--- config.mk ---
export PLATFORM = sky130hd
export DESIGN_NAME = mem_arbiter
export DESIGN_NICKNAME = d
export VERILOG_FILES = /design/src/rtl/mem_arbiter.sv
export SDC_FILE = /design/constraint.sdc
export NUM_CORES = 1
export LEC_CHECK = 0
export BUFFER_PORTS_ARGS = -buffer_cell sky130_fd_sc_hd__buf_2
export CORE_ASPECT_RATIO = 0.9
export CORE_MARGIN = 8
export CORE_UTILIZATION = 47
export CTS_BUF_LIST = sky130_fd_sc_hd__clkbuf_8
export CTS_CLUSTER_SIZE = 40
export DETAILED_ROUTE_END_ITERATION = 12
export PLACE_DENSITY = 0.95
export SYNTH_ARGS = -nofsm -noshare
export SYNTH_HDL_FRONTEND = slang
export SYNTH_SLANG_ARGS = --single-unit
--- constraint.sdc ---
create_clock -name CLK -period 3.9 [get_ports CLK]
set_input_delay 0.975 -clock CLK [delete_from_list [all_inputs] [get_ports CLK]]
set_output_delay 0.975 -clock CLK [all_outputs]
set_load 0.05 [all_outputs]
--- src/rtl/mem_arbiter.sv ---
// Two-requester memory arbiter: one instruction port and one data port share a
// single RAM. Data has priority, but a bounded starvation counter guarantees fetch progress.
module mem_arbiter #(
  parameter int unsigned STARVE_LIMIT = 4
) (
  input  logic        CLK,
  input  logic        RST,
  input  logic        iREN,
  input  logic [31:0] iaddr,
  output logic        iwait,
  output logic [31:0] iload,
  input  logic        dREN,
  input  logic        dWEN,
  input  logic [31:0] daddr,
  input  logic [31:0] dstore,
  output logic        dwait,
  output logic [31:0] dload,
  output logic        ramREN,
  output logic        ramWEN,
  output logic [31:0] ramaddr,
  output logic [31:0] ramstore,
  input  logic [31:0] ramload,
  input  logic [1:0]  ramstate,
  output logic        busy,
  output logic        bus_err
);

  localparam int unsigned CNT_W = $clog2(STARVE_LIMIT + 1);
  localparam logic [1:0] RAM_ACCESS = 2'd2;
  localparam logic [1:0] RAM_ERROR  = 2'd3;

  typedef enum logic [1:0] {IDLE, IREQ, DREQ} state_t;

  state_t           state;
  logic [31:0]      lat_addr;
  logic [31:0]      lat_store;
  logic             lat_wen;
  logic [CNT_W-1:0] starve_cnt;

  logic starved;
  logic xfer_end;

  // Instruction side wins only once data has taken STARVE_LIMIT grants in a row.
  assign starved  = iREN && (starve_cnt == CNT_W'(STARVE_LIMIT));
  assign busy     = (state != IDLE);
  assign xfer_end = busy && ((ramstate == RAM_ACCESS) || (ramstate == RAM_ERROR));

  always_ff @(posedge CLK or posedge RST) begin
    if (RST) begin
      state      <= IDLE;
      lat_addr   <= '0;
      lat_store  <= '0;
      lat_wen    <= 1'b0;
      starve_cnt <= '0;
      bus_err    <= 1'b0;
    end else begin
      case (state)
        IDLE: begin
          if ((dREN || dWEN) && !starved) begin
            state     <= DREQ;
            lat_addr  <= daddr;
            lat_store <= dstore;
            lat_wen   <= dWEN;
            if (!iREN)
              starve_cnt <= '0;
            else if (starve_cnt != CNT_W'(STARVE_LIMIT))
              starve_cnt <= starve_cnt + CNT_W'(1);
          end else if (iREN) begin
            state      <= IREQ;
            lat_addr   <= iaddr;
            lat_store  <= '0;
            lat_wen    <= 1'b0;
            starve_cnt <= '0;
          end
        end
        IREQ, DREQ: begin
          if (xfer_end) begin
            state <= IDLE;
            if (ramstate == RAM_ERROR)
              bus_err <= 1'b1;
          end
        end
        default: state <= IDLE;
      endcase
    end
  end

  // RAM side is driven purely from latched transaction state.
  assign ramREN   = busy && !lat_wen;
  assign ramWEN   = busy && lat_wen;
  assign ramaddr  = busy ? lat_addr  : '0;
  assign ramstore = busy ? lat_store : '0;

  // Completion handshake toward the owner; ERROR completes with zero data.
  assign iwait = !((state == IREQ) && xfer_end);
  assign dwait = !((state == DREQ) && xfer_end);
  assign iload = ((state == IREQ) && (ramstate == RAM_ACCESS)) ? ramload : '0;
  assign dload = ((state == DREQ) && (ramstate == RAM_ACCESS)) ? ramload : '0;

endmodule
== After elaboration in Yosys (flattened, before gate mapping) ==
Cells that the tools add are included.
Operators by class
  $add $sub $neg: 1
  equal/unequal tests: 9
  muxes and demuxes: 18
  reduce and logical (&&, ||, !) cells: 23
Operators by type and width (number)
  32-bit 2-to-1 mux: 8
  3-bit 2-to-1 mux: 4
  1-bit logical AND: 9
  2-bit == test (second input constant): 3
  2-bit 2-to-1 mux: 3
  3-bit inequality test (second input constant): 2
  3-bit AND reduction: 2
  1-bit logical NOT: 4
  2-bit case mux with 2 select lines: 1
  2-bit AND reduction: 2
  2-bit nonzero test: 2
  3-bit by 1-bit adder with 3-bit output (second input constant): 1
  3-bit == test (second input constant): 1
  3-bit by 2-bit inequality test with 1-bit output (second input constant): 1
  2-bit by 1-bit == test with 1-bit output (second input constant): 1
  2-bit logical NOT: 1
  1-bit logical OR: 2
  1-bit 2-to-1 mux: 2
  2-bit inequality test (second input constant): 1
  2-bit OR reduction: 1
Word-level totals
  register bits: 71
  bits of input ports: 135
  output and inout bits: 134
  logic and storage cells: 57

== Longest topological paths before layout ==
  depth after elaboration: 6
  depth in mapped cells: 8
  mapped depth without buffers: 5

== Worst setup path before layout ==
Ideal clock, no wire load.
  kind: flip-flop to output port
  start point: register state[0]
  end point: output ramstore[12]
  data arrival time: 1.874 ns
  data required time: 2.925 ns
  slack: 1.051 ns
  stages on the path, launching flop included: 7
  buffers on the path: 3
  cells stage by stage: dfrtp_1 inv_1 ha_1 buf_2 clkbuf_1 clkbuf_1 nor2b_1
On the way
  longest elaborated chain between the ends: 2
Ends and longest elaborated chain
  start, declared: line 34  | state_t state;
  start signal, assigned: line 50  | state <= IDLE;
  start signal, assigned: line 60  | state <= DREQ;
  start signal, assigned: line 69  | state <= IREQ;
  2-bit nonzero test: line 45  | assign busy = (state != IDLE);
  32-bit 2-to-1 mux: line 92  | assign ramstore = busy ? lat_store : '0;
  end, declared: line 21  | output logic [31:0] ramstore,
Every way passes these cells.

== Final worst setup path ==
  start point: input ramstate[0]
  end point: output iload[11]
On the way
  longest elaborated chain between the ends: 3
Ends and longest elaborated chain
  start, declared: line 23  | input logic [1:0] ramstate,
  2-bit == test: line 97  | assign iload = ((state == IREQ) && (ramstate == RAM_ACCESS)) ? ramload : '0;
  1-bit logical AND: line 97
  32-bit 2-to-1 mux: line 97
  end, declared: line 11  | output logic [31:0] iload,
Every way passes these cells.

==> summary.txt <==
RUN STATUS
--------------------------------------------------------------------------------
Result of the run                                                   complete, no violations

TIMING
--------------------------------------------------------------------------------
Max Clock Freq                                                         0.299 GHz
Final-report max-slew violation count                                          0
Total count of hold-check failures in the final report                         0
Worst-margin pin slew                                                    1080 ps
Period minus WS final                                                    3350 ps
Slew HR                                                                    27.8%
Setup repair after global routing missed its margin                           no
Final clock period utilization by the worst path                           85.8%
Clk_skew                                                                 10.1 ps
Final total negative setup slack                                            0 ps
Setup violators final                                                          0

DIE
--------------------------------------------------------------------------------
Floorplan die width                                                       113 um
Core Footprint                                                       0.00841 mm2
Vertical die dimension                                                    104 um
Top-level I/O count                                                          269
Initial Utilization                                                        47.6%
Die outline area                                                      0.0117 mm2
Standard-cell rows                                                            32

LOGIC SYNTHESIS
--------------------------------------------------------------------------------
Post-Syn Instances                                                           411
Cell types with the largest area share after synthesis              sky130_fd_sc_hd__dfrtp_1 (44%), sky130_fd_sc_hd__nor2b_1 (10%), sky130_fd_sc_hd__and2_1 (10%), sky130_fd_sc_hd__a22o_1 (7.7%), sky130_fd_sc_hd__a2bb2oi_1 (7.0%)
Synth cell types                                                              31
Post-synthesis instance area                                         0.00400 mm2
Proportion of netlist area held by the largest area contributor            44.4%
Post-synthesis net count                                                     551
Sequential element share of the synthesized area                           44.4%
Seq cells post-synth                                                          71
Yosys top cell by area                                              sky130_fd_sc_hd__dfrtp_1
Avg Synthesized Cell Area                                               9.73 um2
Synthesis warning total                                                        0

DETAILED ROUTING
--------------------------------------------------------------------------------
Ratio of routed vias to standard cells                                      5.51
Drt pass-1 iters                                                               5
Overall via count from detail_route                                         4230
Initial DRC Count                                                            268
Routed Antenna Nets                                                            0
Drc violations                                                                 0
Wire length per cell                                                     19.5 um
Total Wirelength                                                        15000 um

CRITICAL PATH
--------------------------------------------------------------------------------
Arrival time reported for the critical path endpoint                     2370 ps
Crit path kind                                                         in -> out
Crit-path max FO                                                              32
Worst setup SP type                                                   input port
Cell with the most instances on the worst path                      sky130_fd_sc_hd__buf_2
Sequence of cells on the critical path                              buf_2, and3b_1, and2_1, buf_2
Required arrival time at the worst endpoint                              2920 ps
Flop2flop setup slack                                                    1480 ps
Critical Path Max Stage Delay                                             730 ps
Critical R2R Capture                                                lat_addr[15]
Endpoint class of the critical path                                  output port
Launch point of the worst reg-to-reg path                               state[0]
Cells on worst reg2reg path                                                    6
Slowest CP cell                                                     sky130_fd_sc_hd__and3b_1

GLOBAL ROUTING
--------------------------------------------------------------------------------
Tot GR Track Use                                                           24.7%
First-pass GRT wire length                                              23300 um
Via count of the first global-routing pass                                  4426
Maximum number of pins on one net before global-route repair                  54
Gr ovfl total                                                                  0
Number of antenna violations at the first check in global routing              0

CTS
--------------------------------------------------------------------------------
Number of post-CTS setup repair buffers                                        0
Number of instances resized during post-cts repair                             0
Clock sink total                                                              71
TritonCTS Buffers                                                              9
Hold buffer count at cts                                                       0
TritonCTS clock tree                                                         yes
H-tree depth reported by CTS                                                   3
Root buf cell                                                       sky130_fd_sc_hd__clkbuf_8
CTS clk-pin slew, worst paths                                              80 ps
Max Root-Sink Buffers                                                          2
Clock insertion delay at the later pin of the skew report                 340 ps

POWER AND IR DROP
--------------------------------------------------------------------------------
Worst IR drop on VDD                                                      554 uV
P_leak                                                                   3.01 nW
Power density cells                                                   927 mW/mm2

FINISH
--------------------------------------------------------------------------------
Number of diodes added for antenna fixing                                      0
Layout cell share with drive strength beyond 1                             45.3%
Most frequent cells in the layout                                   sky130_fd_sc_hd__buf_2 (268), sky130_fd_sc_hd__dfrtp_1 (71), sky130_fd_sc_hd__nor2b_1 (66)
Layout Utilization                                                         66.6%
Area growth syn-to-layout                                                  39.9%
Final layout net count                                                       801
Leading cell type in the layout, fill and taps excluded             sky130_fd_sc_hd__buf_2
Fill cell count                                                              683

HOLD PATH
--------------------------------------------------------------------------------
Type of the worst min-delay path                                      reg -> reg
WHS Path Cells                                                                 1
Hold Crit Start                                                          bus_err
Endpoint with the worst hold slack                                       bus_err

PLACED DESIGN
--------------------------------------------------------------------------------
Count of port buffers added during placement                                 268
Last weighted congestion value of the routability-driven placer            0.864
Final HPWL from detailed placement                                      11500 um

FLOW RUN
--------------------------------------------------------------------------------
Maximum Capacitance Violations                                                 0

==> how the worst max path moves through the flow <==
stage / startpoint / end / slack (ps) / cells after the start
floorplan: state[0] / ramstore[12] / 1050 / 6
global placement: ramstate[0] / dload[17] / 670 / 4
detailed placement: ramstate[0] / iload[11] / 590 / 4
CTS: ramstate[0] / iload[11] / 590 / 4
global route: ramstate[0] / iload[11] / 460 / 4
finish: ramstate[0] / iload[11] / 550 / 4
==> area by class of cell <==
cell class                      instances  area (um2)  share of cell area [%]
Tap cell                              102         128                    2.28
Multi-Input combinational cell        292        2010                    35.9
Sequential cell                        71        1780                    31.7
Inverter                                7        26.3                   0.469
Clock buffer                            9         124                    2.21
Timing Repair Buffer                  280        1430                    25.6
Clock inverter                          7         104                    1.86
==> worst max-delay path: cells and delay by family <==
family / cells / cell delay, ps
buffers and inverters: 2 / 390
and+or+nand+nor: 2 / 1000
==> through the flow <==
step | instances | hold WS, ps | power (mW) | instance area [um2] | setup slack [ps]
2_1_floorplan | 411 | 465 | 3.78 | 4000 | 1050
3_3_place_gp | 752 | 458 | 4.43 | 5370 | 670
3_5_place_dp | 752 | 463 | 4.53 | 5370 | 586
4_1_cts | 768 | 482 | 5.22 | 5600 | 586
5_1_grt | 768 | 501 | 5.46 | 5600 | 459
6_report | 768 | 482 | 5.19 | 5600 | 552
==> flip-flops by register name (all words and copies together) (netlist names) <==
name and flops:
starve_cnt 3, bus_err 1, lat_wen 1, lat_addr 32, lat_store 32, state 2
==> per-layer routing <==
layer / part of all wire, % / vias to the layer above / track usage, %
met5: 0 / - / 0
met1: 39 / 1974 / 28.5
met3: 8.3 / 37 / 6.79
li1: - / 1958 / -
met2: 50 / 261 / 42.4
met4: 2.6 / 0 / 9.89
==> report_power, final <==
group	internal, mW	total, mW	switching [mW]
registers	1.09	1.29	0.196
clock network	0.369	0.669	0.300
logic	0.972	3.23	2.26
==> Yosys cell counts (all sizes together) <==
master,n
o311ai,1
o22ai,1
inv,7
nor3,1
and3,1
nor2b,66
and3b,2
and2,64
o31ai,1
a2bb2oi,32
clkbuf,28
a22o,35
o21ai,33
o21a,1
nand2b,1
mux2i,1
nor2,4
nand2,6
nand4,1
nand3,1
a32o,1
or2,1
buf,13
a31oi,32
dfrtp,71
a31o,1
ha,5
==> cells by family after synthesis <==
logic type               after synthesis  share of synthesized area, %
multiplexers                           1                         0.250
AND/OR/NAND/NOR                      148                          22.9
flip-flops                            71                          44.4
adder cells (fa/ha/maj)                5                          1.56
AO/OA/AOI/OAI                        138                          25.4
buffers and inverters                 48                          5.54
(Power assumes the default switching activity.)
